`src/rtl/mips_mc_main_control_if.sv`:
```
// Control bundle between the multi-cycle MIPS main control FSM and the datapath.
// The controller drives the master side; the datapath/IR drives the slave side.
interface mips_mc_main_control_if;
  logic [5:0] opcode;
  logic       mem_ready;
  logic       PCWrite;
  logic       PCWriteCond;
  logic       IorD;
  logic       MemRead;
  logic       MemWrite;
  logic       MemtoReg;
  logic       IRWrite;
  logic [1:0] PCSource;
  logic [1:0] ALUOp;
  logic       ALUSrcA;
  logic [1:0] ALUSrcB;
  logic       RegWrite;
  logic       RegDst;
  logic [3:0] state;
  logic       illegal_op;

  modport master (
    input  opcode, mem_ready,
    output PCWrite, PCWriteCond, IorD, MemRead, MemWrite, MemtoReg, IRWrite,
           PCSource, ALUOp, ALUSrcA, ALUSrcB, RegWrite, RegDst, state, illegal_op
  );

  modport slave (
    output opcode, mem_ready,
    input  PCWrite, PCWriteCond, IorD, MemRead, MemWrite, MemtoReg, IRWrite,
           PCSource, ALUOp, ALUSrcA, ALUSrcB, RegWrite, RegDst, state, illegal_op
  );
endinterface

```
`src/rtl/mips_mc_main_control.sv`:
```
// Multi-cycle MIPS main control FSM: Moore-decoded datapath controls, with the
// FETCH commit strobes gated by mem_ready so a stalled fetch loads nothing.
module mips_mc_main_control (
  input  logic                          clk,
  input  logic                          rst,
  mips_mc_main_control_if.master        bus
);

  localparam logic [5:0] OP_RTYPE = 6'b000000;
  localparam logic [5:0] OP_LW    = 6'b100011;
  localparam logic [5:0] OP_SW    = 6'b101011;
  localparam logic [5:0] OP_BEQ   = 6'b000100;
  localparam logic [5:0] OP_J     = 6'b000010;
  localparam logic [5:0] OP_ADDI  = 6'b001000;

  typedef enum logic [3:0] {
    FETCH    = 4'd0,
    DECODE   = 4'd1,
    MEMADR   = 4'd2,
    MEMRD    = 4'd3,
    MEMWB    = 4'd4,
    MEMWR    = 4'd5,
    RTYPE_EX = 4'd6,
    RTYPE_WB = 4'd7,
    BEQ      = 4'd8,
    JUMP     = 4'd9,
    ADDI_EX  = 4'd10,
    ADDI_WB  = 4'd11
  } state_t;

  state_t state_r;
  state_t state_nx;
  logic   illegal_r;
  logic   illegal_nx;

  // State and illegal-opcode flag registers
  always_ff @(posedge clk or posedge rst) begin
    if (rst) begin
      state_r   <= FETCH;
      illegal_r <= 1'b0;
    end else begin
      state_r   <= state_nx;
      illegal_r <= illegal_nx;
    end
  end

  // Next-state decode
  always_comb begin
    state_nx   = FETCH;
    illegal_nx = 1'b0;
    case (state_r)
      FETCH: begin
        if (bus.mem_ready) state_nx = DECODE;
        else               state_nx = FETCH;
      end
      DECODE: begin
        case (bus.opcode)
          OP_LW, OP_SW: state_nx = MEMADR;
          OP_RTYPE:     state_nx = RTYPE_EX;
          OP_BEQ:       state_nx = BEQ;
          OP_J:         state_nx = JUMP;
          OP_ADDI:      state_nx = ADDI_EX;
          default: begin
            state_nx   = FETCH;
            illegal_nx = 1'b1;
          end
        endcase
      end
      MEMADR: begin
        if (bus.opcode == OP_LW)      state_nx = MEMRD;
        else if (bus.opcode == OP_SW) state_nx = MEMWR;
        else                          state_nx = FETCH;
      end
      MEMRD: begin
        if (bus.mem_ready) state_nx = MEMWB;
        else               state_nx = MEMRD;
      end
      MEMWR: begin
        if (bus.mem_ready) state_nx = FETCH;
        else               state_nx = MEMWR;
      end
      RTYPE_EX: state_nx = RTYPE_WB;
      ADDI_EX:  state_nx = ADDI_WB;
      MEMWB, RTYPE_WB, ADDI_WB, BEQ, JUMP: state_nx = FETCH;
      // Codes 12-15 are not reachable; recover through FETCH.
      default:  state_nx = FETCH;
    endcase
  end

  // Moore output decode; fetch commits are also held off while in reset
  always_comb begin
    bus.PCWrite     = 1'b0;
    bus.PCWriteCond = 1'b0;
    bus.IorD        = 1'b0;
    bus.MemRead     = 1'b0;
    bus.MemWrite    = 1'b0;
    bus.MemtoReg    = 1'b0;
    bus.IRWrite     = 1'b0;
    bus.PCSource    = 2'b00;
    bus.ALUOp       = 2'b00;
    bus.ALUSrcA     = 1'b0;
    bus.ALUSrcB     = 2'b00;
    bus.RegWrite    = 1'b0;
    bus.RegDst      = 1'b0;
    bus.state       = state_r;
    bus.illegal_op  = illegal_r;
    case (state_r)
      FETCH: begin
        bus.MemRead = 1'b1;
        bus.ALUSrcB = 2'b01;
        bus.IRWrite = bus.mem_ready & ~rst;
        bus.PCWrite = bus.mem_ready & ~rst;
      end
      DECODE:  bus.ALUSrcB = 2'b11;
      MEMADR, ADDI_EX: begin
        bus.ALUSrcA = 1'b1;
        bus.ALUSrcB = 2'b10;
      end
      MEMRD: begin
        bus.MemRead = 1'b1;
        bus.IorD    = 1'b1;
      end
      MEMWB: begin
        bus.RegWrite = 1'b1;
        bus.MemtoReg = 1'b1;
      end
      MEMWR: begin
        bus.MemWrite = 1'b1;
        bus.IorD     = 1'b1;
      end
      RTYPE_EX: begin
        bus.ALUSrcA = 1'b1;
        bus.ALUOp   = 2'b10;
      end
      RTYPE_WB: begin
        bus.RegWrite = 1'b1;
        bus.RegDst   = 1'b1;
      end
      BEQ: begin
        bus.ALUSrcA     = 1'b1;
        bus.ALUOp       = 2'b01;
        bus.PCWriteCond = 1'b1;
        bus.PCSource    = 2'b01;
      end
      JUMP: begin
        bus.PCWrite  = 1'b1;
        bus.PCSource = 2'b10;
      end
      ADDI_WB: bus.RegWrite = 1'b1;
      default: bus.PCWrite = 1'b0;
    endcase
  end

endmodule

```
`src/flat_wrapper.sv`:
```
// flat-port wrapper written by rule: the top's interface ports become plain ports
module mips_mc_main_control_flat 
  (clk, rst, bus_opcode, bus_mem_ready, bus_PCWrite, bus_PCWriteCond, bus_IorD, bus_MemRead, bus_MemWrite, bus_MemtoReg, bus_IRWrite, bus_PCSource, bus_ALUOp, bus_ALUSrcA, bus_ALUSrcB, bus_RegWrite, bus_RegDst, bus_state, bus_illegal_op);
  mips_mc_main_control_if bus_i ();
  input  logic clk;
  input  logic rst;
  input wire logic [$bits(bus_i.opcode)-1:0] bus_opcode;
  input wire logic [$bits(bus_i.mem_ready)-1:0] bus_mem_ready;
  output wire logic [$bits(bus_i.PCWrite)-1:0] bus_PCWrite;
  output wire logic [$bits(bus_i.PCWriteCond)-1:0] bus_PCWriteCond;
  output wire logic [$bits(bus_i.IorD)-1:0] bus_IorD;
  output wire logic [$bits(bus_i.MemRead)-1:0] bus_MemRead;
  output wire logic [$bits(bus_i.MemWrite)-1:0] bus_MemWrite;
  output wire logic [$bits(bus_i.MemtoReg)-1:0] bus_MemtoReg;
  output wire logic [$bits(bus_i.IRWrite)-1:0] bus_IRWrite;
  output wire logic [$bits(bus_i.PCSource)-1:0] bus_PCSource;
  output wire logic [$bits(bus_i.ALUOp)-1:0] bus_ALUOp;
  output wire logic [$bits(bus_i.ALUSrcA)-1:0] bus_ALUSrcA;
  output wire logic [$bits(bus_i.ALUSrcB)-1:0] bus_ALUSrcB;
  output wire logic [$bits(bus_i.RegWrite)-1:0] bus_RegWrite;
  output wire logic [$bits(bus_i.RegDst)-1:0] bus_RegDst;
  output wire logic [$bits(bus_i.state)-1:0] bus_state;
  output wire logic [$bits(bus_i.illegal_op)-1:0] bus_illegal_op;
  assign bus_i.opcode = bus_opcode;
  assign bus_i.mem_ready = bus_mem_ready;
  assign bus_PCWrite = bus_i.PCWrite;
  assign bus_PCWriteCond = bus_i.PCWriteCond;
  assign bus_IorD = bus_i.IorD;
  assign bus_MemRead = bus_i.MemRead;
  assign bus_MemWrite = bus_i.MemWrite;
  assign bus_MemtoReg = bus_i.MemtoReg;
  assign bus_IRWrite = bus_i.IRWrite;
  assign bus_PCSource = bus_i.PCSource;
  assign bus_ALUOp = bus_i.ALUOp;
  assign bus_ALUSrcA = bus_i.ALUSrcA;
  assign bus_ALUSrcB = bus_i.ALUSrcB;
  assign bus_RegWrite = bus_i.RegWrite;
  assign bus_RegDst = bus_i.RegDst;
  assign bus_state = bus_i.state;
  assign bus_illegal_op = bus_i.illegal_op;
  mips_mc_main_control u_core (.clk(clk), .rst(rst), .bus(bus_i));
endmodule
```
`config.mk`:
```
export PLATFORM = sky130hd
export DESIGN_NAME = mips_mc_main_control_flat
export DESIGN_NICKNAME = d
export VERILOG_FILES = /design/src/rtl/mips_mc_main_control_if.sv /design/src/rtl/mips_mc_main_control.sv /design/src/flat_wrapper.sv
export SDC_FILE = /design/constraint.sdc
export NUM_CORES = 1
export LEC_CHECK = 0
export ABC_AREA = 1
export CAP_MARGIN = 20
export CORE_UTILIZATION = 32
export CTS_BUF_LIST = sky130_fd_sc_hd__clkbuf_16
export DETAILED_ROUTE_END_ITERATION = 7
export PLACE_DENSITY_LB_ADDON = 0.25
export RECOVER_POWER = 100
export SYNTH_ARGS = -nofsm -noshare
export SYNTH_HDL_FRONTEND = slang
export SYNTH_SLANG_ARGS = --single-unit
```
`constraint.sdc`:
```
create_clock -name clk -period 1.05 [get_ports clk]
set_input_delay 0.21 -clock clk [delete_from_list [all_inputs] [get_ports clk]]
set_output_delay 0.21 -clock clk [all_outputs]
set_load 0.1 [all_outputs]
```
==> metrics.txt, run 1 <==
status stopped before the end; Failed at detailed placement (3_5_place_dp); error msg [ERROR DPL-0033] detailed placement checks failed during check placement.; FFs w/ async S/R, synth 100.0%; Initial Utilization 36.38%; Die X 41.65 um; top cells by count, synth 30 x nand2_1, 24 x nor2_1, 13 x inv_1; Post-synth EDFFs 0; top cells by area, synth dfrtp_1 25%, nand2_1 22%, nor2_1 18%; Synth cell types 15; DPL Wire Length 2297 um; Synth area leader dfrtp_1; Die Y 41.65 um; Mapped Cells 95; synthesized net count 104; io pins 30; number of port buffers 29; Seq/Total Area, Yosys 24.88%; YS warnings 0; share of the synthesized area in the top cell type 24.88%; mapped cell area 503.0 um2; Primary FF master, synth dfrtp_1; # rows 13; Synth Area per Inst 5.295 um2; RD Place Congestion 0.8293; most frequent cell after synthesis nand2_1; register bit count reported by yosys 5
==> metrics by stage <==
step / TNS [ns] / instances
global placement: -7.260 / 158
floorplan: -13.41 / 95
==> kinds of logic after synthesis <==
| logic type | count (synthesis) | share of synthesized area, % |
|---|---|---|
| AO/OA/AOI/OAI | 7 | 7.213 |
| buffers and inverters | 16 | 12.69 |
| flip-flops | 5 | 24.88 |
| AND/OR/NAND/NOR | 67 | 55.22 |
==> inputs of run 2 (changes only) <==
Settings changed: CORE_AREA from default to 2 2 63 65, CORE_UTILIZATION 32 to default, CTS_BUF_LIST sky130_fd_sc_hd__clkbuf_16 to default, DIE_AREA from default to 0 0 65 67, PLACE_DENSITY_LB_ADDON 0.25 to 0.15.
Clock period 1.05 ns to 1.4 ns, I/O delays scaled along.
==> run 2 against run 1 <==
  * The flow now finishes, with violations (negative setup slack)
  * Synthesized area is the same
  * Synthesized cell count unchanged
==> metrics.txt, run 2 <==
overall power 1.010 mW; # rows 22 (+9); Top Family by Delay on Critical Path flip-flops; Post-synth EDFFs 0 (unchanged); Synth area leader dfrtp_1; share of layout cells above drive strength 1 67.90%; Max Cap Violations 0; register bit count reported by yosys 5 (unchanged); max FFs per register 4; vias after detailed routing 812; Final min period 1.686 ns; worst setup margin -0.2864 ns; CTS tree done; Primary FF master, synth dfrtp_1; Worst-Margin Slew 0.4856 ns; failing checks negative setup slack; most frequent cell after synthesis nand2_1; vias in the first global route 796; Sinks on Clock Net 5; clock latency on the worst-skew pair 0.22 ns; Initial Utilization 13.95% (-22 points); core area 0.003606 mm2; hold crit path type in -> async; number of port buffers 29 (unchanged); Max Slew Vio Count 0; mapped cell area 503.0 um2 (unchanged); Worst Path Required 1.12 ns; top cells by count, synth 30 x nand2_1, 24 x nor2_1, 13 x inv_1; FFs w/ async S/R, synth 100.0% (unchanged); maximum number of pins on one net before global-route repair 6; Die X 65 um (+56%); CTS root buffer clkbuf_8; Post-route DRC 0; RSZ-0062 raised after global routing yes; Post-Route WL 2079 um; setup violators final 21; leakage 0.7649 nW; Synth cell types 15 (unchanged); Max VDD drop 0.2597 mV; H-tree depth 1; Final Hold Viols 0; io pins 30 (unchanged); crit end category primary output; clock-pin slew on the worst setup and hold paths 0.03 ns; crit path kind reg -> out; die area 0.004355 mm2; CP startpoint kind flip-flop; status finished, violations left; relative slew slack 67.85%; nets@finish 172; antenna-violating nets left 0; Die Y 67 um (+61%); DR vias/cell 3.867; crit path max fanout 5; all-layer global routing usage 9.661%; share of the synthesized area in the top cell type 24.88% (unchanged); DPL Wire Length 1738 um (-24%); fillers 352; total CTS buffers 3; Routed wire per std cell 9.900 um; Seq/Total Area, Yosys 24.88% (unchanged); Worst path max stage delay 0.48 ns; RD Place Congestion 0.8515 (+2.7%); worst-path cell chain buf_6 > clkinv_8 > nand2_8 > nor2_4 > nor2_2 > nand2_4 > buf_12; Final Cycle Share 120.5%; area grow syn2layout 249.3%; top cells by area, synth dfrtp_1 25%, nand2_1 22%, nor2_1 18%; Max Freq 593.0 MHz; global-route wire length before repair 3263 um; most frequent cells in the layout 20 x buf_12, 17 x buf_6, 16 x buf_4; initial antenna violation count 0; GRT overflow 0; Final Util 48.72%; synthesized net count 104 (unchanged); Synth Area per Inst 5.295 um2 (unchanged); clk_skew 0.0009667 ns; Mapped Cells 95 (unchanged); DRT iter0 DRCs 2; Detailed Routing Iterations Pass 1 2; Hold Buf Count CTS 0; Worst EP arrival 1.41 ns; Crit-path slowest cell dfrtp_4; Buf/Inv on CP 3; commonest non-fill, non-tap cell in the layout buf_12; PD cells 575.1 mW/mm2; clock buffer depth 2; YS warnings 0 (unchanged); ant diodes 0
[run 2: tightest hold or removal path, delay by kind of cell]
family,cells,cell delay (ns)
buffers and inverters,3,0.86
[run 2: power breakdown]
group | leakage [nW] | switching (mW) | internal (mW)
registers | 0.0598 | 0.00920 | 0.157
clock network | 0.0228 | 0.0708 | 0.195
logic | 0.682 | 0.344 | 0.234
total | 0.765 | 0.424 | 0.587
[run 2: worst paths after layout]
path                                          startpoint                             to  slack [ns]  depth (start not counted)
setup reg to reg           u_core.bus.state[2]$_DFF_PP0_  u_core.bus.state[0]$_DFF_PP0_       -0.16                         11
hold reg to reg            u_core.bus.state[3]$_DFF_PP0_  u_core.bus.state[3]$_DFF_PP0_        0.80                          3
max in group asynchronous                            rst  u_core.bus.state[2]$_DFF_PP0_        0.66                          3
min in group clk           u_core.bus.state[3]$_DFF_PP0_  u_core.bus.state[3]$_DFF_PP0_        0.80                          3
setup / recovery           u_core.bus.state[2]$_DFF_PP0_                    bus_ALUSrcA       -0.29                          7
hold / removal                                       rst  u_core.bus.state[0]$_DFF_PP0_        0.55                          3
[run 2: routing by layer]
layer / routed length [um] / share of wire (%) / track usage [%]
met3: 104 / 5.0 / 1.520
met1: 782 / 38 / 9.606
met2: 1169 / 56 / 19.97
met4: 22 / 1.1 / 3.191
met5: 0 / 0 / 0
[run 2: metrics by stage]
| stage | cell area, um2 | hold WS, ns | cells | setup TNS [ns] | setup WS (ns) |
|---|---|---|---|---|---|
| 5_1_grt | 1757 | 0.5803 | 210 | -5.104 | -0.3338 |
| 3_3_place_gp | 1455 | 0.7942 | 197 | -1.898 | -0.3413 |
| 6_report | 1757 | 0.5550 | 210 | -4.067 | -0.2864 |
| 4_1_cts | 1687 | 0.5586 | 208 | -4.251 | -0.3093 |
| 3_5_place_dp | 1455 | 0.7863 | 197 | -1.915 | -0.3903 |
| 2_1_floorplan | 698.2 | 0.05860 | 95 | -7.433 | -0.6595 |
[run 2: final cells by class]
| type | count | area (um2) | share of cell area (%) |
|---|---|---|---|
| Multi-Input combinational cell | 74 | 599.3 | 34.12 |
| Inverter | 15 | 85.08 | 4.843 |
| Sequential cell | 5 | 140.1 | 7.977 |
| Clock buffer | 4 | 45.04 | 2.564 |
| Tap cell | 48 | 60.06 | 3.419 |
| Timing Repair Buffer | 64 | 827.0 | 47.08 |
[run 2: cell families after synthesis]
family / count (synthesis) / share of synthesized area (%)
buf+inv: 16 / 12.69
flops: 5 / 24.88
compound gates: 7 / 7.213
simple gates: 67 / 55.22
[run 2: what timing repair did]
item                       CTS  global route
setup buffers                7             5
pin swaps                   14            14
gates resized for setup     35            24
setup endpoints to repair   22            24
No activity file was read; power rests on OpenSTA's default activity.
